[config.mk]
export PLATFORM = sky130hd
export DESIGN_NAME = nios2_qsys_cpu_oci_dct_packer
export DESIGN_NICKNAME = d
export VERILOG_FILES = /design/src/rtl/nios2_qsys_cpu_oci_dct_packer.sv
export SDC_FILE = /design/constraint.sdc
export NUM_CORES = 1
export LEC_CHECK = 0
export BUFFER_PORTS_ARGS = -buffer_cell sky130_fd_sc_hd__buf_2
export CAP_MARGIN = 20
export CORE_UTILIZATION = 50
export CTS_CLUSTER_SIZE = 8
export DETAILED_ROUTE_END_ITERATION = 8
export GPL_TIMING_DRIVEN = 0
export PLACE_DENSITY = 0.87
export REMOVE_ABC_BUFFERS = 1
export SETUP_SLACK_MARGIN = 0.15
export SYNTH_ARGS = -nofsm -noshare
export SYNTH_HDL_FRONTEND = slang
export SYNTH_SLANG_ARGS = --single-unit
export TNS_END_PERCENT = 50
[constraint.sdc]
create_clock -name clk -period 7.7 [get_ports clk]
set_input_delay 1.54 -clock clk [delete_from_list [all_inputs] [get_ports clk]]
set_output_delay 1.54 -clock clk [all_outputs]
set_load 0.005 [all_outputs]
[src/rtl/nios2_qsys_cpu_oci_dct_packer.sv]
// DCT trace writer: packs 2-bit trace atoms into a 30-bit buffer and commits 32-bit words.
// Optional macro NIOS2_QSYS_CPU_OCI_DCT_STATS_EN adds a saturating words_emitted counter.
module nios2_qsys_cpu_oci_dct_packer (
    input  logic        clk,
    input  logic        reset,
    input  logic        atom_valid,
    input  logic [1:0]  atom_data,
    output logic        atom_ready,
    input  logic        flush,
    input  logic        test_ending,
    input  logic        test_has_ended,
    output logic [29:0] dct_buffer,
    output logic [3:0]  dct_count,
    output logic        word_valid,
    output logic [31:0] word_data,
    input  logic        word_ready,
`ifdef NIOS2_QSYS_CPU_OCI_DCT_STATS_EN
    output logic [15:0] words_emitted,
`endif
    output logic [1:0]  state
);
    // Handshakes: a transfer happens on a rising edge where valid && ready are both high;
    // word_valid/word_data hold steady until word_ready, atom_valid may be withdrawn freely.
    typedef enum logic [1:0] {
        FILL  = 2'd0,
        FULL  = 2'd1,
        FLUSH = 2'd2
    } state_t;

    state_t      state_q;
    logic        flush_pending;
    logic        test_ending_q;
    logic        slot_free;
    logic        flush_req;
    logic        store;
    logic        commit;
    logic [1:0]  marker;
    logic [29:0] next_buf;
    logic [3:0]  next_cnt;
    logic        next_pending;

    assign state      = state_q;
    assign slot_free  = !word_valid || word_ready;
    assign flush_req  = flush || (test_ending && !test_ending_q);
    assign atom_ready = !test_has_ended && !flush_pending &&
                        ((dct_count != 4'd15) || slot_free);
    assign store      = atom_valid && atom_ready && (atom_data != 2'b00);
    assign commit     = slot_free && ((dct_count == 4'd15) || flush_pending);
    assign marker     = (dct_count == 4'd15) ? 2'b11 : 2'b01;

    // Commit empties the buffer first, so an atom on the same edge lands in slot 0.
    always_comb begin
        next_buf = commit ? 30'd0 : dct_buffer;
        next_cnt = commit ? 4'd0 : dct_count;
        if (store) begin
            next_buf[{next_cnt, 1'b0} +: 2] = atom_data;
            next_cnt = next_cnt + 4'd1;
        end
        // Only arm a flush when something will actually be left to send.
        next_pending = flush_pending && !commit;
        if (flush_req && (next_cnt != 4'd0)) begin
            next_pending = 1'b1;
        end
    end

    always_ff @(posedge clk or posedge reset) begin
        if (reset) begin
            dct_buffer    <= 30'd0;
            dct_count     <= 4'd0;
            word_valid    <= 1'b0;
            word_data     <= 32'd0;
            flush_pending <= 1'b0;
            test_ending_q <= 1'b0;
            state_q       <= FILL;
        end else begin
            dct_buffer    <= next_buf;
            dct_count     <= next_cnt;
            flush_pending <= next_pending;
            test_ending_q <= test_ending;
            if (commit) begin
                word_valid <= 1'b1;
                word_data  <= {marker, dct_buffer};
            end else if (word_ready) begin
                word_valid <= 1'b0;
            end
            if (next_pending) begin
                state_q <= FLUSH;
            end else if (next_cnt == 4'd15) begin
                state_q <= FULL;
            end else begin
                state_q <= FILL;
            end
        end
    end

`ifdef NIOS2_QSYS_CPU_OCI_DCT_STATS_EN
    always_ff @(posedge clk or posedge reset) begin
        if (reset) begin
            words_emitted <= 16'd0;
        end else if (word_valid && word_ready && (words_emitted != 16'hFFFF)) begin
            words_emitted <= words_emitted + 16'd1;
        end
    end
`endif

endmodule

# Yosys cells after proc, flatten, opt, wreduce, memory -nomap -nowiden
# Cells that the tools add are included.
# word_totals
elab_cells	45
register_bits	71
input_bits	9
output_inout_bits	70
# classes
shifts	2
reduce_logical	20
n_addsub	2
n_eq_ne	3
mux	11
# op_table
op	n
30-bit 2-to-1 mux	2
30-bit bitwise mux	1
2-bit by 7-bit variable shift with 30-bit output (first input constant)	1
2-bit by 7-bit indexed part select with 30-bit output	1
4-bit equality test (second input constant)	2
1-bit logical AND	8
4-bit 2-to-1 mux	2
5-bit negator with 7-bit output	1
1-bit zero test	5
4-bit by 1-bit adder with 4-bit output (second input constant)	1
1-bit logical OR	4
1-bit 2-to-1 mux	4
2-bit 2-to-1 mux	2
4-bit != test (second input constant)	1
2-bit nonzero test	2
4-bit nonzero test	1

# Depth between registers and ports, before layout
# Gate-level depths: netlist of run 1.
# logic_depth
word_depth	11
depth_mapped	11
ltp_nobuf	9

# Worst setup path before layout of run 1
# Ideal clock, no wire load.
# synth_timing
path_kind	input -> register
from	input word_ready
to	register dct_buffer[8]
required_time_ps	7575
stages	8
setup_time_ps	125
n_path_buf	1
arrival_time_ps	3761
slack_ps	3813
cell_sequence	nand2b_1 clkbuf_1 nand2_1 nand2_1 ha_1 a2111oi_0 a31oi_1 a2bb2o_1
# synth_via
elab_chain_cells	7
word_cells_on_any_way	13
classes_between	add/sub (1); shift (2); mux (4); reduce/logical (6)
# synth_lines
item	line	rtl
start, declared	16	input logic word_ready,
1-bit logical OR *	43	assign slot_free = !word_valid || word_ready;
1-bit logical AND	48	assign commit = slot_free && ((dct_count == 4'd15) || flush_pending);
4-bit 2-to-1 mux	54	next_cnt = commit ? 4'd0 : dct_count;
5-bit negator with 7-bit output	56	next_buf[{next_cnt, 1'b0} +: 2] = atom_data;
2-bit by 7-bit indexed part select with 30-bit output / 2-bit by 7-bit variable shift with 30-bit output (equally long branches)	56	
30-bit bitwise mux	56	
30-bit 2-to-1 mux *	55	if (store) begin
net next_buf[8]	38	logic [29:0] next_buf;
end signal, assigned	76	dct_buffer <= next_buf;
end, declared	12	output logic [29:0] dct_buffer,
# The timed path passes the listed nets; every way through them passes the cells marked *.
# A chain may end at the register's enable or synchronous reset.

# Worst setup path after layout of run 1
# layout_timing
from	input word_ready
to	register dct_buffer[5]
# Same word-level chain as after synthesis.

==> metrics, run 1 <==
RSZ-0062 raised after global routing false; FP Rows 28; combinational power share 0.307; CP Buf/Inv Count 2; hold_buf cts 0; Max Cap Violations 0; number of synthesized flops with an enable pin 0; Die Y 81.6 um; Setup Skew 11.3 ps; Pre-antenna DRT Iters 4; Diodes inserted 0; synth cell count leaders nand2_1 (117), dfrtp_1 (70), clkbuf_1 (15), nor2_1 (11); Routed WL 7210 um; CP cell instances buf_2 -> nand2b_1 -> nand2_2 -> buf_12 -> nand2_1 -> ha_1 -> xnor2_1 -> nand4_1 -> o211ai_1 -> o21ai_0; FF+latch count, synth 70; initial antenna violation count 0; critical path class input pin to register; nets@finish 415; Fin. Hold Viols 0; Hold WC Path Type register to register; Critical Path Sink Type register; Crit. Startpoint word_ready; post-synthesis sequential area ratio 0.553; Worst Min Path Start word_data[30]; Via Count 2635; die width 81.6 um; # Post-CTS Setup Buffers 0; FFs w/ async S/R, synth 1.00; latest clock arrival within the worst-skew pair 340 ps; root buffer cell clkbuf_8; Area Overhead vs Synth 20.7%; vias in the first global route 2510; worst-case clock buffer depth 2; Cell variety after synth 46; top cells by area, synth dfrtp_1 (55%), nand2_1 (14%), mux2i_1 (2.5%); Num CTS Buffers 9; Syn. warnings 0; setup tns final 0 ps; R2R Path Start dct_count[2]; Final min period 4330 ps; GRT overflow 0; reg-to-reg slack, setup 4210 ps; status finished clean; mean cell area of the mapped netlist 9.57 um2; # IOs 79; Power Dens Cells 267 nW/um2; post-CTS resize count 0; fillers 532; switch share 0.379; Top FF cell, synth dfrtp_1; CP Launch Type input pin; Cell Area, Placed 3620 um2; Max H-tree Level 3; setup violators final 0; share of cells above drive strength 1 0.258; most frequent cell after synthesis nand2_1; Core Footprint 6030 um2; Total GRT Usage 0.239; Yosys top cell area share 0.553; WHS Endpoint word_data[30]; Initial Util 0.526; Final Wtd Congestion 0.863; first-pass GRT wire length 12100 um; sequential share of power 0.413; R2R cell count 9; Lkg Pwr 0.00216 uW; CTS Sinks 70; WP data required 7920 ps; CP peak stage delay 750 ps; worst-path fanout max 37; WL per Instance 15.0 um; Syn Inst Count 331; critical path arrival 4550 ps; Detailed Place HPWL 4970 um; Final Core Density 0.635; Final period util 0.562; P_int 634 uW; Tightest Pin Transition 917 ps; R2R Path End dct_buffer[5]; Worst-path clk slew 80 ps; largest net degree at the start of global routing 40; crit-path leading delay family simple AND/OR/NAND/NOR gates; fin area 3820 um2; Sw Pwr 387 uW; Hold WS 466 ps; clock share of power 0.280; Critical Path Slowest Stage Cell xnor2_1; Mapped Area 3170 um2; 1st-iter DRT viols 163; Slew HR 0.384; DRC Markers 0; die area 6660 um2; CTS tree done; max-slew violations 0; fmax 0.231 GHz; # port buffers 78; Via-to-Cell Ratio 5.47; Routed Antenna Nets 0; Hold Crit Depth 1; area leader, netlist dfrtp_1; Worst VDD drop 0.000167 V
==> kinds of logic after synthesis <==
family / synth area share
AND/OR/NAND/NOR: 0.212
buffers and inverters: 0.0391
multiplexers: 0.0253
XOR/XNOR: 0.00829
adder cells (fa/ha/maj): 0.0158
flip-flops: 0.553
AO/OA/AOI/OAI: 0.147
==> per-layer routing <==
metal  GRT usage  share of wire
met5           0              0
met4      0.0842          0.010
met3      0.0422          0.046
met2       0.383           0.48
met1       0.325           0.47
==> how the worst max path moves through the flow <==
stage	end	cells after the start	slack (ps)
2_1_floorplan	dct_buffer[8]	7	3000
3_3_place_gp	dct_buffer[9]	8	1930
3_5_place_dp	dct_buffer[9]	9	2960
4_1_cts	dct_buffer[9]	9	3300
5_1_grt	dct_buffer[4]	10	2980
6_report	dct_buffer[5]	10	3370
==> worst reg2reg max path: stages, from the launching register on <==
cell and delay, ps:
dfrtp_1 550, a41o_1 350, nand2_2 320, buf_12 250, nand2_1 130, ha_1 320
xnor2_1 750, nand4_1 360, o211ai_1 250, o21ai_0 110
==> layout by cell type, fill, tap and decap left out, types with 6 or more instances in the layout <==
cell type	synthesis	routed
nand2_1	117	116
buf_2	6	78
dfrtp_1	70	70
nor2_1	11	10
o21ai_0	9	9
nand3_1	9	9
clkbuf_8	0	9
mux2i_1	8	8
inv_1	8	7
o2bb2ai_1	6	6
==> area by class of cell <==
| class | count | area [um2] | share of cell area |
|---|---|---|---|
| Timing Repair Buffer | 82 | 450 | 0.118 |
| Tap cell | 75 | 93.8 | 0.0245 |
| Clock inverter | 6 | 61.3 | 0.0160 |
| Clock buffer | 10 | 128 | 0.0334 |
| Inverter | 8 | 30.0 | 0.00785 |
| Multi-Input combinational cell | 231 | 1310 | 0.342 |
| Sequential cell | 70 | 1750 | 0.458 |
==> power by group through the flow <==
stage	sequential, uW	combinational [uW]	clock, uW
after floorplan	422	200	0
after global placement	427	287	0
after detailed placement	428	310	0
after CTS	421	311	292
after global routing	425	350	308
final	421	314	286
==> per-stage QoR <==
step                cells  total power [uW]  setup WS (ps)
finish                482              1020           3370
global route          482              1080           2980
CTS                   481              1020           3300
detailed placement    465               737           2960
global placement      462               714           1930
floorplan             309               622           3000
==> sequential cells by signal, summed over array words and instances, names as in the netlist <==
name and count:
test_ending_q 1, dct_count 4, flush_pending 1, dct_buffer 30
state 1, word_valid 1, word_data 32
Note: power is estimated with default switching activity, not from simulation.
==> run 2: changes to the inputs <==
--- a/config.mk
+++ b/config.mk
@@ -5,13 +5,14 @@
 export SDC_FILE = /design/constraint.sdc
 export NUM_CORES = 1
 export LEC_CHECK = 0
+export ABC_AREA = 1
 export BUFFER_PORTS_ARGS = -buffer_cell sky130_fd_sc_hd__buf_2
 export CAP_MARGIN = 20
 export CORE_UTILIZATION = 50
 export CTS_CLUSTER_SIZE = 8
 export DETAILED_ROUTE_END_ITERATION = 8
 export GPL_TIMING_DRIVEN = 0
-export PLACE_DENSITY = 0.87
+export PLACE_DENSITY = 0.86
 export REMOVE_ABC_BUFFERS = 1
 export SETUP_SLACK_MARGIN = 0.15
 export SYNTH_ARGS = -nofsm -noshare
==> constraint.sdc (replaced) <==
create_clock -name clk -period 4.3 [get_ports clk]
set_input_delay 0.86 -clock clk [delete_from_list [all_inputs] [get_ports clk]]
set_output_delay 0.86 -clock clk [all_outputs]
set_load 0.005 [all_outputs]
==> metrics, run 2 <==
status finished clean; initial antenna violation count 0 (unchanged); die area 6800 um2 (+2.0%); Hold WC Path Type register to register; reg-to-reg slack, setup 1640 ps (-2570 ps); Yosys top cell area share 0.541 (-0.0113); hold_buf cts 0 (unchanged); FF+latch count, synth 70 (unchanged); Top FF cell, synth dfrtp_1; Detailed Place HPWL 4910 um (-1.2%); latest clock arrival within the worst-skew pair 350 ps (about the same); Tightest Pin Transition 837 ps (-80.6 ps); 1st-iter DRT viols 155 (-4.9%); Syn. warnings 0 (unchanged); commonest non-fill, non-tap cell in the layout nand2_1; fmax 0.346 GHz; # port buffers 78 (unchanged); Hold Crit Depth 1 (unchanged); Cell Area, Placed 3670 um2 (+1.3%); Max Cap Violations 0 (unchanged); Via-to-Cell Ratio 4.97 (-9.1%); area occupied by registers 1750 um2 (unchanged); Routed Antenna Nets 0 (unchanged); Max H-tree Level 3 (unchanged); commonest cells after routing, fill and taps aside nand2_1 (137), buf_2 (78), dfrtp_1 (70); R2R Path Start word_valid; Initial Util 0.531 (+0.00483); # IOs 79 (unchanged); root buffer cell clkbuf_8; R2R cell count 14 (+5); CP Launch Type input pin; most frequent cell after synthesis nand2_1; Final Worst Setup Slack 1410 ps (-1960 ps); Fin. Hold Viols 0 (unchanged); fin area 3870 um2 (+1.1%); top cells by area, synth dfrtp_1 (54%), nand2_1 (16%), inv_1 (5.5%); Routed WL 6990 um (-3.1%); worst-path fanout max 56 (+51%); Cell variety after synth 26 (-43%); Syn Inst Count 406 (+23%); fillers 543 (+2.1%); Total GRT Usage 0.232 (-0.00633); Slew HR 0.442 (+0.0581); number of flip-flops in the largest register 32 (unchanged); Largest Register word_data; Core Footprint 6100 um2 (+1.2%); number of synthesized flops with an enable pin 0 (unchanged); setup tns final 0 ps (unchanged); critical path class input pin to register; FFs w/ async S/R, synth 1.00 (unchanged); Crit. Startpoint word_ready; multi-input logic area 1230 um2 (-5.7%); largest net degree at the start of global routing 71 (+78%); Critical Path Sink Type register; post-synthesis sequential area ratio 0.541 (-0.0113); Diodes inserted 0 (unchanged); first-pass GRT wire length 11600 um (-4.1%); RSZ-0062 raised after global routing false; FP Rows 28 (unchanged); WP data required 4540 ps (-3380 ps); Final period util 0.672; Mapped Area 3240 um2 (+2.1%); Area Overhead vs Synth 19.5%; die width 82.4 um (+1.0%); biggest regs word_data x32, dct_buffer x30, dct_count x4; Final min period 2890 ps; Final Core Density 0.634 (about the same); # Post-CTS Setup Buffers 0 (unchanged); max-slew violations 0 (unchanged); CTS tree done; critical path arrival 3130 ps (-1420 ps); Setup Skew 8.22 ps (-3.08 ps); mean cell area of the mapped netlist 7.97 um2 (-17%); setup violators final 0 (unchanged); area leader, netlist dfrtp_1; Num CTS Buffers 9 (unchanged); share of cells above drive strength 1 0.242 (-0.0162); post-CTS resize count 0 (unchanged); Worst VDD drop 0.000388 V (+130%); R2R Path End dct_buffer[16]; Critical Path Sink dct_buffer[16]; CTS Sinks 70 (unchanged); pre-CTS setup slack 489 ps (-2470 ps); DRC Markers 0 (unchanged); Die Y 82.4 um (+1.0%); Pre-antenna DRT Iters 5 (+1); worst-case clock buffer depth 2 (unchanged); Worst-path clk slew 70 ps (about the same); Final Wtd Congestion 0.836 (-3.2%); vias in the first global route 2609 (+3.9%); Power Dens Cells 462 nW/um2 (+73%); Via Count 2798 (+6.2%); WL per Instance 12.4 um (-17%); Hold WS 463 ps (-2.51 ps); synth cell count leaders nand2_1 (137), dfrtp_1 (70), inv_1 (47), nor2_1 (43), o21ai_0 (35); Lkg Pwr 0.00212 uW (-1.8%); nets@finish 496 (+20%); GRT overflow 0 (unchanged)
-- run 2: critical path, cell delays in order --
cell and delay [ps]:
buf_2 100, nor2_2 170, inv_1 120, nand2_2 250
buf_12 270, nand2_1 160, ha_1 260, nand3b_2 230
nand2_4 140, nand3_1 130, nor2_2 200, nand2_1 100
nand2_1 80, nand2_1 50
-- run 2: report_power, final --
part / switching [uW] / leakage [uW] / total [uW] / internal [uW]
logic: 416 / 0.00108 / 580 / 163
registers: 35.5 / 0.000963 / 737 / 701
clock network: 248 / 0.0000841 / 470 / 221
total: 700 / 0.00212 / 1790 / 1090
-- run 2: cells by family after synthesis --
family,after synthesis,synth area share
AND/OR/NAND/NOR,224,0.293
flip-flops,70,0.541
buffers and inverters,63,0.0777
AO/OA/AOI/OAI,45,0.0727
adder cells (fa/ha/maj),4,0.0155
-- run 2: worst min path at each step --
stage / startpoint / endpoint / slack, ps
2_1_floorplan: word_data[30] / word_data[30] / 460
3_3_place_gp: word_data[30] / word_data[30] / 450
3_5_place_dp: word_data[30] / word_data[30] / 460
4_1_cts: word_data[30] / word_data[30] / 470
5_1_grt: word_data[2] / word_data[2] / 490
6_report: word_data[30] / word_data[30] / 460
-- run 2: layer usage --
metal,global-route usage,up-vias,share of wire
li1,-,1411,-
met1,0.301,1283,0.46
met2,0.363,93,0.45
met3,0.0780,11,0.069
met4,0.0807,0,0.015
met5,0,-,0
-- run 2: through the flow --
stage               std cells  power (uW)
finish                    563        1790
global route              563        1910
CTS                       562        1780
detailed placement        546        1310
global placement          545        1280
floorplan                 392        1120
-- run 2: layout make-up --
class	instances	area share
Clock buffer	10	0.0356
Clock inverter	6	0.00971
Inverter	49	0.0482
Multi-Input combinational cell	273	0.319
Sequential cell	70	0.453
Tap cell	75	0.0243
Timing Repair Buffer	80	0.110
